### src/rtl/ksa_pkg.sv
`default_nettype none
// ============================================================================
//  Module      : ksa_pkg
//  Description : Shared word width and sequencer state encoding.
//  Revision    : 1.0
// ============================================================================
package ksa_pkg;

    localparam int WORD_W = 16;

    typedef enum logic [0:0] {
        IDLE = 1'b0,
        RUN  = 1'b1
    } state_t;

endpackage
`default_nettype wire

### src/rtl/kogge_stone_adder.sv
`default_nettype none
// ============================================================================
//  Module      : kogge_stone_adder
//  Description : Combinational 16-bit Kogge-Stone adder with carry in/out.
//  Revision    : 1.0
// ============================================================================
module kogge_stone_adder
    import ksa_pkg::*;
(
    input  logic [WORD_W-1:0] a,
    input  logic [WORD_W-1:0] b,
    input  logic              c_in,
    output logic [WORD_W-1:0] sum,
    output logic              c_out
);

    logic [WORD_W-1:0] w_p0;
    logic [WORD_W-1:0] w_g;
    logic [WORD_W-1:0] w_p;
    logic [WORD_W-1:0] w_g_nxt;
    logic [WORD_W-1:0] w_p_nxt;

    // Folding c_in into bit 0's generate makes w_g[i] the carry out of bit i.
    always_comb begin
        w_p0    = a ^ b;
        w_g     = a & b;
        w_g[0]  = (a[0] & b[0]) | (w_p0[0] & c_in);
        w_p     = w_p0;
        w_g_nxt = '0;
        w_p_nxt = '0;
        for (int d = 1; d < WORD_W; d = d * 2) begin
            w_g_nxt = w_g;
            w_p_nxt = w_p;
            for (int i = d; i < WORD_W; i++) begin
                w_g_nxt[i] = w_g[i] | (w_p[i] & w_g[i-d]);
                w_p_nxt[i] = w_p[i] & w_p[i-d];
            end
            w_g = w_g_nxt;
            w_p = w_p_nxt;
        end
    end

    assign sum   = w_p0 ^ {w_g[WORD_W-2:0], c_in};
    assign c_out = w_g[WORD_W-1];

endmodule
`default_nettype wire

### src/rtl/ksa_wide_add_ctrl.sv
`default_nettype none
// ============================================================================
//  Module      : ksa_wide_add_ctrl
//  Description : WORDS x 16-bit add/subtract sequenced through one 16-bit
//                Kogge-Stone adder, least-significant word first.
//  Revision    : 1.0
// ============================================================================
module ksa_wide_add_ctrl
    import ksa_pkg::*;
#(
    parameter int WORDS = 4
) (
    input  logic                     clk,
    input  logic                     rst_n,
    input  logic                     start,
    input  logic                     op_sub,
    input  logic [WORD_W*WORDS-1:0]  a,
    input  logic [WORD_W*WORDS-1:0]  b,
    input  logic                     c_in,
    output logic                     busy,
    output logic                     done,
    output logic [WORD_W*WORDS-1:0]  sum,
    output logic                     c_out,
    output logic                     ovf
);

    localparam int W     = WORD_W * WORDS;
    localparam int IDX_W = $clog2(WORDS);
    localparam logic [IDX_W-1:0] c_idx_last = IDX_W'(WORDS - 1);

    state_t            r_state;
    logic [IDX_W-1:0]  r_idx;
    logic              r_carry;
    logic              r_op_sub;
    logic [W-1:0]      r_a_lat;
    logic [W-1:0]      r_b_lat;
    logic [WORD_W-1:0] r_sum_words [WORDS];

    logic [WORD_W-1:0] w_a_words [WORDS];
    logic [WORD_W-1:0] w_b_words [WORDS];
    logic [WORD_W-1:0] w_a_word;
    logic [WORD_W-1:0] w_b_eff;
    logic [WORD_W-1:0] w_add_sum;
    logic              w_add_cout;
    logic              w_ovf;

    for (genvar gi = 0; gi < WORDS; gi++) begin : g_words
        assign w_a_words[gi]               = r_a_lat[gi*WORD_W +: WORD_W];
        assign w_b_words[gi]               = r_b_lat[gi*WORD_W +: WORD_W];
        assign sum[gi*WORD_W +: WORD_W]    = r_sum_words[gi];
    end

    assign w_a_word = w_a_words[r_idx];
    assign w_b_eff  = w_b_words[r_idx] ^ {WORD_W{r_op_sub}};
    assign w_ovf    = (w_a_word[WORD_W-1] == w_b_eff[WORD_W-1]) &&
                      (w_add_sum[WORD_W-1] != w_a_word[WORD_W-1]);

    kogge_stone_adder u_adder (
        .a     (w_a_word),
        .b     (w_b_eff),
        .c_in  (r_carry),
        .sum   (w_add_sum),
        .c_out (w_add_cout)
    );

    always_ff @(posedge clk or negedge rst_n) begin
        if (!rst_n) begin
            r_state  <= IDLE;
            r_idx    <= '0;
            r_carry  <= 1'b0;
            r_op_sub <= 1'b0;
            r_a_lat  <= '0;
            r_b_lat  <= '0;
            busy     <= 1'b0;
            done     <= 1'b0;
            c_out    <= 1'b0;
            ovf      <= 1'b0;
            for (int k = 0; k < WORDS; k++) begin
                r_sum_words[k] <= '0;
            end
        end else begin
            done <= 1'b0;
            case (r_state)
                IDLE: begin
                    if (start) begin
                        r_a_lat  <= a;
                        r_b_lat  <= b;
                        r_op_sub <= op_sub;
                        // Subtract is a + ~b + 1, so the caller's carry is overridden.
                        r_carry  <= op_sub | c_in;
                        r_idx    <= '0;
                        busy     <= 1'b1;
                        r_state  <= RUN;
                    end
                end
                RUN: begin
                    r_sum_words[r_idx] <= w_add_sum;
                    r_carry            <= w_add_cout;
                    if (r_idx == c_idx_last) begin
                        c_out   <= w_add_cout;
                        ovf     <= w_ovf;
                        busy    <= 1'b0;
                        done    <= 1'b1;
                        r_state <= IDLE;
                    end else begin
                        r_idx <= r_idx + IDX_W'(1);
                    end
                end
                default: r_state <= IDLE;
            endcase
        end
    end

endmodule
`default_nettype wire

### config.mk
export PLATFORM = sky130hd
export DESIGN_NAME = ksa_wide_add_ctrl
export DESIGN_NICKNAME = d
export VERILOG_FILES = /design/src/rtl/ksa_pkg.sv /design/src/rtl/kogge_stone_adder.sv /design/src/rtl/ksa_wide_add_ctrl.sv
export SDC_FILE = /design/constraint.sdc
export NUM_CORES = 1
export LEC_CHECK = 0
export BUFFER_PORTS_ARGS = -buffer_cell sky130_fd_sc_hd__buf_4
export CORE_ASPECT_RATIO = 0.7
export CORE_MARGIN = 5
export CORE_UTILIZATION = 53
export CTS_CLUSTER_DIAMETER = 80
export CTS_CLUSTER_SIZE = 12
export DETAILED_ROUTE_END_ITERATION = 12
export GPL_TIMING_DRIVEN = 0
export PLACE_DENSITY = 0.78
export SETUP_SLACK_MARGIN = 0.05
export SYNTH_ARGS = -nofsm -noshare
export SYNTH_HDL_FRONTEND = slang
export SYNTH_HIERARCHICAL = 1
export SYNTH_SLANG_ARGS = --single-unit
### constraint.sdc
create_clock -name clk -period 5 [get_ports clk]
set_input_delay 0.75 -clock clk [delete_from_list [all_inputs] [get_ports clk]]
set_output_delay 0.75 -clock clk [all_outputs]
set_load 0.1 [all_outputs]
==> impl_metrics.yaml, run 1 <==
timing:
  hold_viol: 0
  worst_pin_slew_ns: 0.653
  tns_ns: 0
  relSlewSlack_pct: 56.4
  maxSlewViolCount: 0
  fin_crit_sh_pct: 87.7
  fin_worst_skew_ns: 0.0152
  rsz0062_at_grt: "false"
  max_freq_mhz: 228
  timing.final.ws_setup_ns: 0.614
  setup_violations: 0
  period_needed_ns: 4.39
grt:
  grt_pass1_vias: 6581
  grt_max_degree: 120
  gr-total-overflow: 0
  grt.total_usage_pct: 23.0
  grt_pass1_wl_um: 36700
  antenna_found_initial: 0
clock_tree:
  hold_buffers: 0
  path_clk_slew_ns: 0.06
  clockRootBuffer: "clkbuf_16"
  postCtsSetupRepairBufs: 0
  cts_tree: "yes"
  clk_latency_ns: 0.49
  clock_sinks: 201
  postCtsResizedCells: 0
  cts_buffers: 20
  clockBufferDepth: 3
  cts_max_level: 1
critical_path:
  end_kind: "register"
  critical_path_required_ns: 5.42
  rr_startpoint: "r_idx[0]"
  critPathLaunchType: "register"
  r2r-end: "sum[44]"
  rr_worst_depth: 13
  critPathMaxFanout: 10
  critPathLaunch: "r_idx[0]"
  critPathKind: "reg2reg"
  rrSetupSlack_ns: 0.61
  cp.arrival_ns: 4.81
logic_synthesis:
  netlist.area_leader.share_pct: 54.2
  ys_ff_latch: 201
  ys_seq_area_share_pct: 54.2
  ys_types: 45
  synth_fp_nets: 778
  synth_cells: 624
  synth_warnings: 6
  ys.flop_type: "dfrtp_1"
  synth_edf_count: 0
  synthArstFlopShare_pct: 100
  syn_avg_cell_area_um2: 14.9
  synthTopCellsByArea: "dfrtp_1 54%, mux2_2 24%, mux4_2 7.8%"
  synth_top_area_cell: "dfrtp_1"
  synth_area_um2: 9270
floorplanning:
  die_w_um: 168
  start_util_pct: 54.0
  die_h_um: 121
  std_cell_rows: 40
  coreArea_um2: 17200
  dieArea_um2: 20300
  ios: 201
drt:
  vias: 5936
  wl_per_cell_um: 21.5
  ant_nets: 0
  drc: 0
  drtPass1Iterations: 4
  vias_per_cell: 5.51
  routed_wl_um: 23200
  dr.first_iter.drc_count: 326
finish:
  fin_area_um2: 11600
  area_delta_synth_final_pct: 25.4
  fin_util_pct: 67.7
  fill_cells: 1274
  drive_above_1_share_pct: 56.6
  final-seq-area_um2: 5030
  n_antenna_cell: 0
  multi_input_area_um2: 4040
  finalNetCount: 1001
outcome:
  outcome: "complete, no violations"
placement:
  place_area_um2: 11100
  port-buffer-count: 200
  post-dp-hpwl_um: 17900
  post-place-ws_ns: 0.616
  gp_congestion: 0.818
flow_run:
  maxCapViolations: 0
worst_hold_path:
  worstHoldPathType: "in2async"
## sequential cells by signal, indices dropped and copies added, names as in the netlist
register / count
busy: 1
c_out: 1
done: 1
ovf: 1
r_a_lat: 64
r_b_lat: 64
r_carry: 1
r_idx: 2
r_op_sub: 1
r_state: 1
sum: 64
## layout by cell type, fill, tap and decap left out, types with 2 or more instances in the layout
master	netlist	layout
a21oi_1	8	8
a31oi_1	2	2
xnor2_1	8	8
nand2b_1	3	3
o21ai_0	7	7
dfrtp_1	201	201
xor2_1	19	19
or2_2	2	2
nor2_1	13	13
mux4_2	32	32
inv_1	12	12
buf_2	20	20
nor2b_1	5	5
clkbuf_1	10	10
buf_4	1	200
fa_1	2	2
a21o_1	7	7
nand4_1	2	2
nand2_1	20	20
a211oi_1	4	4
ha_1	19	19
clkbuf_16	0	21
or3_1	2	2
nand3_1	9	9
mux2_2	195	195
## synth_stat cells, types with 2 or more instances
cell        n
a211oi_1    4
a21o_1      7
a21oi_1     8
a31oi_1     2
buf_2      20
clkbuf_1   10
dfrtp_1   201
fa_1        2
ha_1       19
inv_1      12
mux2_2    195
mux4_2     32
nand2_1    20
nand2b_1    3
nand3_1     9
nand4_1     2
nor2_1     13
nor2b_1     5
o21ai_0     7
or2_2       2
or3_1       2
xnor2_1     8
xor2_1     19
## per-stage QoR
stage	instances	hold WS, ns
5_1_grt	1078	0.304
4_1_cts	1078	0.271
3_5_place_dp	1056	0.490
3_3_place_gp	1055	0.484
6_report	1078	0.252
2_1_floorplan	624	0.454
## layer usage
layer | GRT usage (%) | vias to the layer above | part of all wire [%]
li1 | - | 2694 | -
met1 | 32.1 | 3018 | 44
met2 | 36.7 | 188 | 46
met3 | 6.63 | 36 | 7.8
met4 | 4.36 | 0 | 1.8
met5 | 0 | - | 0
## cell type report
type                            count  share of cell area, %
Timing Repair Buffer              201                   13.2
Sequential cell                   201                   43.2
Clock buffer                       21                   4.52
Buffer                             33                   1.38
Multi-Input combinational cell    378                   34.7
Clock inverter                      1                 0.0430
Tap cell                          231                   2.49
Inverter                           12                  0.387
## kinds of logic (layout without fill, tap and decap cells)
group	count (synthesis)	in the layout	synth area share, %
compound gates	41	41	3.28
xor+xnor	27	27	2.55
fa+ha+maj	21	21	3.00
buf+inv	45	268	2.21
flops	201	201	54.2
mux	228	228	31.6
simple gates	61	61	3.17
## worst max path at each step
| stage | to | slack [ns] | cells after the start |
|---|---|---|---|
| global placement | sum[44] | 0.71 | 13 |
| detailed placement | sum[44] | 0.62 | 13 |
| finish | sum[44] | 0.61 | 13 |
| global route | sum[44] | 0.27 | 13 |
| CTS | sum[44] | 0.58 | 13 |
| floorplan | sum[12] | 1.16 | 13 |
## worst max-delay path, cell delays in order, from the launching register on
cell,delay (ns)
dfrtp_1,0.40
buf_6,0.19
buf_2,0.37
mux4_2,0.57
xor2_1,0.16
inv_1,0.08
fa_1,0.42
fa_1,0.41
and2b_4,0.29
o211ai_4,0.09
a311oi_2,0.36
mux2i_1,0.14
a2111oi_2,0.55
mux2_2,0.27
Power of run 1 is left out: the tool's default activity adds up to more than one toggle a clock period on the data nets, which glitch-free logic cannot reach.
==> run 2: changes to the inputs <==
--- a/config.mk
+++ b/config.mk
@@ -7,12 +7,12 @@
 export LEC_CHECK = 0
 export BUFFER_PORTS_ARGS = -buffer_cell sky130_fd_sc_hd__buf_4
 export CORE_ASPECT_RATIO = 0.7
-export CORE_MARGIN = 5
 export CORE_UTILIZATION = 53
 export CTS_CLUSTER_DIAMETER = 80
 export CTS_CLUSTER_SIZE = 12
 export DETAILED_ROUTE_END_ITERATION = 12
 export GPL_TIMING_DRIVEN = 0
+export MAX_ROUTING_LAYER = met4
 export PLACE_DENSITY = 0.78
 export SETUP_SLACK_MARGIN = 0.05
 export SYNTH_ARGS = -nofsm -noshare
==> run 2 against run 1 <==
  * Setup slack got worse by 0.028 ns
  * Wire length decreased by 1.6%
  * Core utilization increased by 0.20 points
  * Largest cell class unchanged
==> impl_metrics.yaml, run 2 (synthesis gave the netlist of run 1 again) <==
grt:
  grt_max_degree: 115
  gr-total-overflow: 0
  grt_pass1_wl_um: 36300
  grt_pass1_vias: 6651
  antenna_found_initial: 0
  grt.total_usage_pct: 27.2
floorplanning:
  die_w_um: 160
  dieArea_um2: 18000
  ios: 201
  start_util_pct: 54.2
  coreArea_um2: 17100
  die_h_um: 113
  std_cell_rows: 40
clock_tree:
  path_clk_slew_ns: 0.06
  clockRootBuffer: "clkbuf_16"
  clock_sinks: 201
  clockBufferDepth: 3
  postCtsSetupRepairBufs: 0
  cts_tree: "yes"
  cts_buffers: 20
  hold_buffers: 0
  clk_latency_ns: 0.49
  cts_max_level: 1
  postCtsResizedCells: 0
critical_path:
  cp.arrival_ns: 4.84
  critPathMaxFanout: 10
  crit_chain: "buf_6 > buf_2 > mux4_2 > xor2_1 > inv_1 > fa_1 > fa_1 > and2b_4 > o211ai_4 > a311oi_2 > mux2i_1 > a2111oi_2 > mux2_2"
  slowest_delay_ns: 0.56
  path_buf_inv: 3
  critPathLaunchType: "register"
  cp_slowest_cell: "mux4_2"
  critPathKind: "reg2reg"
  rr_startpoint: "r_idx[0]"
  critPathLaunch: "r_idx[0]"
  critical_path_required_ns: 5.42
  end_kind: "register"
  path_depth: 13
  crit_path_frequent_cell: "fa_1"
  crit_family: "compound AO/OA/AOI/OAI gates"
  cp-endpoint: "sum[60]"
  rrSetupSlack_ns: 0.59
  r2r-end: "sum[60]"
  rr_worst_depth: 13
timing:
  relSlewSlack_pct: 52.2
  fin_crit_sh_pct: 88.3
  rsz0062_at_grt: "false"
  maxSlewViolCount: 0
  max_freq_mhz: 227
  period_needed_ns: 4.41
  tns_ns: 0
  setup_violations: 0
  worst_pin_slew_ns: 0.717
  fin_worst_skew_ns: 0.00989
  hold_viol: 0
placement:
  port-buffer-count: 200
  post-dp-hpwl_um: 17100
  gp_congestion: 0.828
finish:
  finalNetCount: 1001
  area_delta_synth_final_pct: 25.4
  final-seq-area_um2: 5030
  n_antenna_cell: 0
  drive_above_1_share_pct: 56.6
  final_common_cell: "dfrtp_1"
  final_cell_mix: "201 x dfrtp_1, 200 x buf_4, 195 x mux2_2, 32 x mux4_2, 21 x clkbuf_16"
  multi_input_area_um2: 4040
  fill_cells: 1211
drt:
  vias: 6107
  vias_per_cell: 5.67
  drc: 0
  dr.first_iter.drc_count: 275
  ant_nets: 0
  drtPass1Iterations: 4
  routed_wl_um: 22800
  wl_per_cell_um: 21.1
outcome:
  outcome: "complete, no violations"
worst_hold_path:
  worstHoldPathType: "in2async"
flow_run:
  maxCapViolations: 0
## run 2: per-layer routing
layer  part of all wire [%]  vias to the layer above  global-route usage (%)
li1                       -                     2707                       -
met3                    8.0                       34                    6.91
met2                     45                      219                    41.1
met1                     45                     3147                    37.3
met4                    1.8                        0                    6.03
met5                      0                        -                       -
## run 2: worst min-delay path by stage
stage,to
2_1_floorplan,busy
6_report,r_a_lat[44]
3_3_place_gp,ovf
3_5_place_dp,ovf
5_1_grt,r_a_lat[9]
4_1_cts,r_a_lat[9]
## run 2: cell type report
class / instances / share of cell area [%]
buffer: 33 / 1.38
clock buffer: 21 / 4.52
clock inverter: 1 / 0.0430
inverter: 12 / 0.387
multi-input combinational: 378 / 34.7
sequential: 201 / 43.2
tap: 231 / 2.49
timing repair buffer: 201 / 13.2
## run 2: worst register-to-register path, cell delays in order, from the launching register on
cell       delay (ns)
dfrtp_1          0.40
buf_6            0.19
buf_2            0.37
mux4_2           0.56
xor2_1           0.21
inv_1            0.09
fa_1             0.44
fa_1             0.41
and2b_4          0.29
o211ai_4         0.09
a311oi_2         0.39
mux2i_1          0.14
a2111oi_2        0.52
mux2_2           0.25
## run 2: metrics by stage
stage / utilization [%] / instances / instance area, µm² / setup WS (ns) / hold slack, ns
3_5_place_dp: 64.8 / 1056 / 11100 / 0.578 / 0.478
4_1_cts: 67.9 / 1078 / 11600 / 0.560 / 0.277
6_report: 67.9 / 1078 / 11600 / 0.586 / 0.244
2_1_floorplan: - / 624 / 9270 / 1.16 / 0.454
5_1_grt: 67.9 / 1078 / 11600 / 0.331 / 0.307
3_3_place_gp: 64.6 / 1055 / 11100 / 0.654 / 0.475
Power of run 2 is left out for the same reason.
==> run 3: changes to the inputs <==
--- a/config.mk
+++ b/config.mk
@@ -6,14 +6,16 @@
 export NUM_CORES = 1
 export LEC_CHECK = 0
 export BUFFER_PORTS_ARGS = -buffer_cell sky130_fd_sc_hd__buf_4
+export CELL_PAD_IN_SITES_DETAIL_PLACEMENT = 0
+export CELL_PAD_IN_SITES_GLOBAL_PLACEMENT = 1
 export CORE_ASPECT_RATIO = 0.7
-export CORE_UTILIZATION = 53
+export CORE_UTILIZATION = 45
 export CTS_CLUSTER_DIAMETER = 80
 export CTS_CLUSTER_SIZE = 12
 export DETAILED_ROUTE_END_ITERATION = 12
 export GPL_TIMING_DRIVEN = 0
 export MAX_ROUTING_LAYER = met4
-export PLACE_DENSITY = 0.78
+export PLACE_DENSITY_LB_ADDON = 0.1
 export SETUP_SLACK_MARGIN = 0.05
 export SYNTH_ARGS = -nofsm -noshare
 export SYNTH_HDL_FRONTEND = slang
==> run 3 against run 2 <==
  * Critical path depth unchanged
  * First-iteration DRC count fell by 19%
  * Non-clock buffer count is the same
  * Sequential cell count unchanged
  * Critical path type unchanged
  * Fmax shrank 2.6%
  * Critical endpoint is now sum[12]
  * Register-to-register slack got worse by 0.12 ns
  * Final cell count is 3.6% higher
  * Clock-buffer cell count is the same
  * Sequential share of layout area down 0.23 points
  * Setup slack worse by 0.12 ns
  * Clock skew is essentially flat
  * Cell area grew 0.53%
==> impl_metrics.yaml, run 3 (synthesis gave the netlist of run 1 again) <==
drt:
  wl_met2_um: 10900
  routed_wl_um: 23300
  highest_layer: "met4"
  ant_nets: 0
  m1WireLength_um: 10700
  dr.first_iter.drc_count: 222
  wl_met3_um: 1330
  drtPass1Iterations: 4
  vias_per_cell: 5.41
  vias: 6043
  wl_per_cell_um: 20.9
  drc: 0
floorplanning:
  std_cell_rows: 43
  die_h_um: 122
  start_util_pct: 46.3
  ios: 201
  dieArea_um2: 21200
  coreArea_um2: 20000
  die_w_um: 174
finish:
  finalNetCount: 1001
  multi_input_area_um2: 4050
  n_antenna_cell: 0
  fill_cells: 1649
  final_common_cell: "dfrtp_1"
  final-seq-area_um2: 5030
  area_delta_synth_final_pct: 26.1
  drive_above_1_share_pct: 56.6
  final_cell_mix: "201 x dfrtp_1, 200 x buf_4, 195 x mux2_2, 32 x mux4_2, 21 x clkbuf_16"
clock_tree:
  clockBufferDepth: 3
  cts_max_level: 1
  clk_latency_ns: 0.50
  postCtsSetupRepairBufs: 0
  postCtsResizedCells: 0
  cts_tree: "yes"
  path_clk_slew_ns: 0.06
  clock_sinks: 201
  cts_buffers: 20
  hold_buffers: 0
  clockRootBuffer: "clkbuf_16"
timing:
  relSlewSlack_pct: 55.1
  worst_pin_slew_ns: 0.673
  fin_worst_skew_ns: 0.00949
  hold_viol: 0
  rsz0062_at_grt: "false"
  period_needed_ns: 4.53
  maxSlewViolCount: 0
  max_freq_mhz: 221
  fin_crit_sh_pct: 90.6
  tns_ns: 0
  setup_violations: 0
flow_run:
  maxCapViolations: 0
critical_path:
  critPathKind: "reg2reg"
  critPathLaunchType: "register"
  slowest_delay_ns: 0.58
  cp.arrival_ns: 4.97
  cp_slowest_cell: "mux4_2"
  critical_path_required_ns: 5.44
  crit_chain: "buf_6 > buf_2 > mux4_2 > xor2_1 > inv_1 > fa_1 > fa_1 > and2b_4 > o211ai_4 > a311oi_2 > mux2i_1 > a2111oi_4 > mux2_2"
  critPathMaxFanout: 10
  crit_path_frequent_cell: "fa_1"
  end_kind: "register"
grt:
  grt_pass1_vias: 6487
  antenna_found_initial: 0
  grt_max_degree: 119
  grt_pass1_wl_um: 36700
  grt.total_usage_pct: 23.7
  gr-total-overflow: 0
outcome:
  outcome: "complete, no violations"
placement:
  port-buffer-count: 200
  gp_congestion: 0.859
  post-dp-hpwl_um: 17500
worst_hold_path:
  worstHoldPathType: "in2async"
## run 3: cell count changes in the layout (fill, tap and decap cells not counted)
cell,delta
a2111oi_2,-1
a2111oi_4,+1
## run 3: layout make-up
class | count | share of cell area, %
flip-flops and latches | 201 | 43.0
inverters | 12 | 0.385
plain buffers | 33 | 1.37
multi-input cells | 378 | 34.7
well taps | 270 | 2.89
clock inverters | 1 | 0.0428
clock buffers | 21 | 4.49
repair buffers | 201 | 13.1
## run 3: stage by stage
stage	area, µm²	instances	utilization [%]	setup WS [ns]	hold slack (ns)
6_report	11700	1117	58.4	0.469	0.232
5_1_grt	11700	1117	58.4	0.182	0.285
4_1_cts	11700	1117	58.4	0.324	0.265
3_5_place_dp	11100	1095	55.7	0.358	0.476
3_3_place_gp	11100	1094	55.5	0.359	0.474
2_1_floorplan	9270	624	-	1.16	0.454
## run 3: worst max-delay path, delay by kind of cell (launching register included)
family,cells,cell delay [ns]
XOR/XNOR,1,0.32
flip-flops,1,0.44
multiplexers,3,0.99
AO/OA/AOI/OAI,3,0.93
AND/OR/NAND/NOR,1,0.28
buffers and inverters,3,0.66
adder cells (fa/ha/maj),2,0.83
## run 3: per-layer routing
metal  global-route usage [%]  vias up
met5                        -        -
met3                     4.84       37
met4                     4.99        0
li1                         -     2707
met1                     32.5     3119
met2                     36.8      180
## run 3: final timing paths
path                               start     endpoint  slack, ns  cells after the start
worst max-delay path            r_idx[0]      sum[12]       0.47                     13
worst min-delay path               rst_n  r_a_lat[16]       0.23                      1
worst max register to register  r_idx[0]      sum[12]       0.47                     13
worst min register to register       ovf          ovf       0.48                      2
max in group asynchronous          rst_n      sum[30]       3.78                      2
min in group clk                     ovf          ovf       0.48                      2
Power of run 3 is left out for the same reason.
